[src/rtl/systolic_feeder.sv]
// systolic_feeder: reads one A and one B operand vector per K step from the operand buffers,
// streams them into the systolic array, then waits out the array drain window before done.
module systolic_feeder #(
  parameter int N = 4,
  parameter int DATA_W = 8,
  parameter int K_MAX = 64,
  parameter int ADDR_W = 8,
  parameter int DRAIN_CYCLES = 2*N+3,
  localparam int KW = $clog2(K_MAX+1),
  localparam int DW = $clog2(DRAIN_CYCLES+1)
)(
  input  logic                       clk_i,
  input  logic                       rst_i,
  input  logic                       start_i,
  input  logic [KW-1:0]              k_len_i,
  input  logic [ADDR_W-1:0]          a_base_i,
  input  logic [ADDR_W-1:0]          b_base_i,
  input  logic                       stall_i,
  output logic                       busy_o,
  output logic                       done_o,
  output logic                       a_rd_en_o,
  output logic                       b_rd_en_o,
  output logic [ADDR_W-1:0]          a_rd_addr_o,
  output logic [ADDR_W-1:0]          b_rd_addr_o,
  input  logic [N-1:0][DATA_W-1:0]   a_rd_data_i,
  input  logic [N-1:0][DATA_W-1:0]   b_rd_data_i,
  output logic                       arr_en_o,
  output logic                       arr_last_o,
  output logic [N-1:0][DATA_W-1:0]   arr_a_o,
  output logic [N-1:0][DATA_W-1:0]   arr_b_o
);
  typedef enum logic [1:0] {IDLE, FEED, DRAIN} state_t;
  state_t state, state_nxt;
  logic [KW-1:0] k_len_q, issued;
  logic [ADDR_W-1:0] a_addr, b_addr;
  logic [DW-1:0] drain_cnt;
  logic arr_en_q, arr_last_q, rd_en, last_issue;
  // The drain window is counted from the arr_last beat, so the counter holds during that beat.
  always_comb begin
    rd_en = (state == FEED) && !stall_i;
    last_issue = rd_en && (KW'(issued + 1'b1) == k_len_q);
    done_o = (state == DRAIN) && (drain_cnt == DW'(1)) && !arr_last_q;
    state_nxt = state;
    case (state)
      IDLE:    state_nxt = start_i ? ((k_len_i != '0) ? FEED : DRAIN) : IDLE;
      FEED:    state_nxt = last_issue ? DRAIN : FEED;
      DRAIN:   state_nxt = done_o ? IDLE : DRAIN;
      default: state_nxt = IDLE;
    endcase
  end
  always_ff @(posedge clk_i or posedge rst_i) begin
    if (rst_i) begin
      state <= IDLE;
      k_len_q <= '0;
      issued <= '0;
      a_addr <= '0;
      b_addr <= '0;
      drain_cnt <= '0;
      arr_en_q <= 1'b0;
      arr_last_q <= 1'b0;
    end else begin
      state <= state_nxt;
      arr_en_q <= rd_en;
      arr_last_q <= last_issue;
      if (state == IDLE && start_i) begin
        k_len_q <= k_len_i;
        a_addr <= a_base_i;
        b_addr <= b_base_i;
        issued <= '0;
        drain_cnt <= DW'(1);
      end
      if (rd_en) begin
        a_addr <= a_addr + 1'b1;
        b_addr <= b_addr + 1'b1;
        issued <= issued + 1'b1;
      end
      if (last_issue) drain_cnt <= DW'(DRAIN_CYCLES);
      else if (state == DRAIN && !arr_last_q) drain_cnt <= drain_cnt - 1'b1;
    end
  end
  assign busy_o = (state != IDLE);
  assign a_rd_en_o = rd_en;
  assign b_rd_en_o = rd_en;
  assign a_rd_addr_o = a_addr;
  assign b_rd_addr_o = b_addr;
  assign arr_en_o = arr_en_q;
  assign arr_last_o = arr_last_q;
  assign arr_a_o = arr_en_q ? a_rd_data_i : '0;
  assign arr_b_o = arr_en_q ? b_rd_data_i : '0;
endmodule

[config.mk]
export PLATFORM = sky130hd
export DESIGN_NAME = systolic_feeder
export DESIGN_NICKNAME = d
export VERILOG_FILES = /design/src/rtl/systolic_feeder.sv
export SDC_FILE = /design/constraint.sdc
export NUM_CORES = 1
export LEC_CHECK = 0
export CAP_MARGIN = 15
export CORE_MARGIN = 10
export CORE_UTILIZATION = 38
export CTS_BUF_LIST = sky130_fd_sc_hd__clkbuf_4
export CTS_CLUSTER_DIAMETER = 40
export DETAILED_ROUTE_END_ITERATION = 10
export HOLD_SLACK_MARGIN = 0.02
export PLACE_DENSITY = 0.87
export SLEW_MARGIN = 20
export SYNTH_ARGS = -nofsm -noshare
export SYNTH_HDL_FRONTEND = slang
export SYNTH_SLANG_ARGS = --single-unit
export TNS_END_PERCENT = 20
[constraint.sdc]
create_clock -name clk_i -period 4.9 [get_ports clk_i]
set_clock_uncertainty 0.2 [all_clocks]
set_input_delay 0.98 -clock clk_i [delete_from_list [all_inputs] [get_ports clk_i]]
set_output_delay 0.98 -clock clk_i [all_outputs]
set_load 0.03 [all_outputs]
After elaboration in Yosys (flattened, before gate mapping):

Cells that the tools add are included.

* flip-flop bits (word level): 38
* latch bits: 0
* RAM bits: 0
* ROM bits: 0
* output and inout port bits: 86
* logic and storage cells: 45
* memories: 0

* add/sub/neg operators: 4
* multiply operators: 0
* div/mod/pow operators: 0
* magnitude comparators: 0
* eq/ne operators: 4
* shifts and indexed selects: 0
* muxes and demuxes: 16
* bitwise operators: 0
* reductions and logical operators: 13

Operators by type and width (count)
* two-way mux 32 bit: 2
* two-way mux 8 bit: 4
* adder 8 x 1 -> 8 bit (second input constant): 2
* two-way mux 7 bit: 2
* two-way mux 4 bit: 3
* two-way mux 2 bit: 4
* adder 7 x 1 -> 7 bit (second input constant): 1
* == test 7 bit: 1
* nonzero test 7 bit: 1
* logical AND 1 bit: 6
* case mux 2 bit (3 select lines): 1
* == test 4 x 1 -> 1 bit (second input constant): 1
* nonzero test 2 bit: 2
* subtractor 4 x 1 -> 4 bit (second input constant): 1
* nonzero test 3 bit: 1
* == test 2 x 1 -> 1 bit (second input constant): 1
* == test 2 bit (second input constant): 1
* logical NOT 1 bit: 2
* logical NOT 2 bit: 1

Depth between registers and ports, before layout:

* depth after elaboration: 5
* gate-level depth with buffers: 7

Least setup slack after synthesis:

OpenSTA, ideal clock, no wires.

* kind: input to output
* from: input stall_i
* to: output b_rd_en_o
* arrival: 2.033 ns
* required time: 3.720 ns
* slack: 1.687 ns
* stages on the path: 5
* cells stage by stage: or3b_1 buf_6 inv_4 buf_2 buf_4

* cells in the longest elaborated chain, start to end: 2

Ends and longest elaborated chain
* start: declaration: RTL line 18 `input logic stall_i,`
* logical NOT 1 bit: RTL line 40 `rd_en = (state == FEED) && !stall_i;`
* logical AND 1 bit: RTL line 40
* end: declaration: RTL line 22 `output logic b_rd_en_o,`

Every way passes these cells.

Worst setup path after layout:

* from: input stall_i
* to: output a_rd_en_o

* cells in the longest elaborated chain, start to end: 2

Ends and longest elaborated chain
* logical NOT 1 bit: RTL line 40
* logical AND 1 bit: RTL line 40
* end: declaration: RTL line 21 `output logic a_rd_en_o,`

Every way passes these cells.

==> results.cfg <==
[logic_synthesis]
synth-edff-count = 0
synth-seq-cells = 38
ys_top_cells_by_area = dfrtp_1 (39%), and2_1 (17%), nand2_1 (6.8%)
synth.top_cell.area_share_pct = 39.09
synth.avg_cell_area_um2 = 8.273
post-synth-top-area-cell = dfrtp_1
yosys_warnings = 0
ys_seq_area_share_pct = 39.09
ys_types = 38
ys_top_cells_by_count = and2_1 (65), nand2_1 (44), dfrtp_1 (38)
post-synth-top-count-cell = and2_1
ys.flop_type = dfrtp_1
synthCells = 294
synth_nets = 390
syn_area_um2 = 2432
async_flop_share_pct = 100.0

[placement]
port_buffers = 176
dp_hpwl_um = 8255
dp_cells = 534
placed_cell_area_um2 = 4242
globalplace.congestion = 0.7950

[grt]
grt-ovfl-total = 0
antenna_found_initial = 0
track_usage_pct = 18.96
grt_busiest_layer = met2
gr-usage-met2_pct = 34.10
use_met3_pct = 5.151
grt_max_degree = 66
grt_pass1_wl_um = 15320
grt_util_met1_pct = 21.84
grt_pass1_vias = 2612

[final_layout]
final_layout_size_suffix_gt1_share_pct = 4.086
stdcell_area_um2 = 4324
nets = 560
syn_to_final_growth_pct = 77.78
finalNonFillerCells = 542
antenna_cells = 0
nFillCells = 493

[setup_path]
rrSetupSlack_ns = 2.74
rr_endpoint = b_rd_addr_o[5]$_DFFE_PP0P_
setup.worst_path.end_class = output pin
crit_slowest_cell = clkdlybuf4s50_1
start_kind = input port
r2r_start = state[1]$_DFF_PP0_
cpMostUsedCell = clkdlybuf4s50_1
path_max_fanout = 20
r2r_cells = 6
cp-endpoint = a_rd_en_o
arrival_ns = 2.83
required_ns = 3.72
cpPeakStageDelay_ns = 0.71
path_class = in2out
startpoint = stall_i
crit_chain = clkdlybuf4s50_1 -> or3b_1 -> buf_4 -> inv_4 -> clkdlybuf4s50_1

[drt]
avgViaCountPerCell = 4.993
vias = 2706
ant_nets = 0
routed_wirelength_um = 9982
wire_per_inst_um = 18.42
drt_iter0_markers = 103
post-route-drc-count = 0
drtPass1Iterations = 4

[clock_tree]
clk_pin_slew_ns = 0.11
clock_sinks = 38
clockBufferDepth = 2
numCtsBuffers = 5
cts_tree = yes
post_cts_buffers = 0
worstSkewPairLatency_ns = 0.35
cts_htree_levels = 2
cts.hold.buffers_added = 0
cts_resized = 0
cts-root-buf = clkbuf_4

[pwr]
p_sw_share_pct = 47.31
max-vdd-ir-drop_uv = 362.1
p_leak_nw = 1.804
p_clk_share_pct = 9.8
power.switching_w = 0.001067
pwr-share-seq_pct = 26.5
p_comb_share_pct = 63.7
powerDensity_nw_per_um2 = 521.7
intPower_w = 0.001188

[run_status]
status = completed

[sta]
hold_slack_ns = 0.3106
relSlewSlack_pct = 58.46
finalSetupViolations = 0
rsz0062_at_grt = no
fin_crit_ns = 4.014
worst_pin_slew_ns = 0.6208
fin_crit_sh_pct = 81.93
drv_slew = 0
hold_violations = 0
fin_tns_setup_ns = 0
fmax_ghz = 0.2491

[worst_hold_path]
hold_class = reg2reg

[die]
die_area_um2 = 10000
die_x_um = 100.0
ioPinCount = 177
die_h_um = 100.0
rows = 29
start_util_pct = 38.75
core_area_um2 = 6277

[run]
drv_cap = 0
==> worst min path at each step <==
stage,start,end,slack (ns),cells past startpoint
floorplan,k_len_q[3]$_DFFE_PP0P_,k_len_q[3]$_DFFE_PP0P_,0.27,2
detailed placement,k_len_q[3]$_DFFE_PP0P_,k_len_q[3]$_DFFE_PP0P_,0.28,2
CTS,k_len_q[3]$_DFFE_PP0P_,k_len_q[3]$_DFFE_PP0P_,0.31,2
global route,k_len_q[0]$_DFFE_PP0P_,k_len_q[0]$_DFFE_PP0P_,0.34,2
finish,k_len_q[3]$_DFFE_PP0P_,k_len_q[3]$_DFFE_PP0P_,0.31,2
global placement,k_len_q[1]$_DFFE_PP0P_,k_len_q[1]$_DFFE_PP0P_,0.28,2
==> worst max-delay path: cells and delay by family <==
| family | cells | cell delay (ns) |
|---|---|---|
| AND/OR/NAND/NOR | 1 | 0.34 |
| buffers and inverters | 4 | 1.50 |
==> power groups by stage <==
stage / Clock, W / Sequential [W] / Combinational, W
final: 0.000220 / 0.000598 / 0.00144
after global routing: 0.000238 / 0.000623 / 0.00156
after CTS: 0.000225 / 0.000597 / 0.00145
after detailed placement: 0 / 0.000601 / 0.00145
after global placement: 0 / 0.000597 / 0.00141
after floorplan: 0 / 0.000705 / 0.000771
==> cell usage in the layout (no fill, tap or decap), types with 2 or more instances in the layout <==
master,instances
nor4_1,2
dfrtp_1,38
nand4_1,3
and2_1,65
nand2_1,44
xor2_1,7
o21ai_0,19
nor3_1,6
ha_1,5
a211oi_1,5
inv_1,7
or3b_1,3
a221o_1,3
a31oi_1,3
nand3_1,8
buf_4,4
and3_1,6
clkdlybuf4s50_1,176
o211ai_1,2
nor2_1,23
xnor2_1,7
o22ai_1,2
clkbuf_4,7
a21oi_1,5
o221a_2,2
==> registers in the layout, indices dropped and copies added (netlist names) <==
register     count
drain_cnt        4
arr_last_o       1
state            2
arr_en_o         1
b_rd_addr_o      8
k_len_q          7
a_rd_addr_o      8
issued           7
==> cell families after synthesis <==
| family | count (synthesis) | share of synthesized area [%] |
|---|---|---|
| adder cells (fa/ha/maj) | 5 | 2.572 |
| flip-flops | 38 | 39.09 |
| AO/OA/AOI/OAI | 46 | 12.29 |
| AND/OR/NAND/NOR | 166 | 36.42 |
| XOR/XNOR | 14 | 5.041 |
| buffers and inverters | 25 | 4.578 |
==> metal layers <==
metal	wire length, um	vias up
met3	816	9
met1	4009	1243
li1	-	1329
met5	0	-
met2	5033	125
met4	123	0
==> through the flow <==
stage	utilization, %	total power (W)	setup slack [ns]
floorplan	-	0.001476	1.687
global placement	67.57	0.002008	0.9069
detailed placement	67.57	0.002049	0.8909
CTS	68.89	0.002274	0.8842
global route	68.89	0.002417	0.8132
finish	68.89	0.002256	0.8857
==> area by class of cell <==
class	count	area, um2	share of cell area [%]
Inverter	8	32.53	0.7523
Clock buffer	7	52.55	1.215
Tap cell	77	96.34	2.228
Sequential cell	38	950.9	21.99
Multi-Input combinational cell	231	1370	31.68
Timing Repair Buffer	180	1792	41.44
Clock inverter	1	30.03	0.6944
Power figures use the tool's default switching activity.
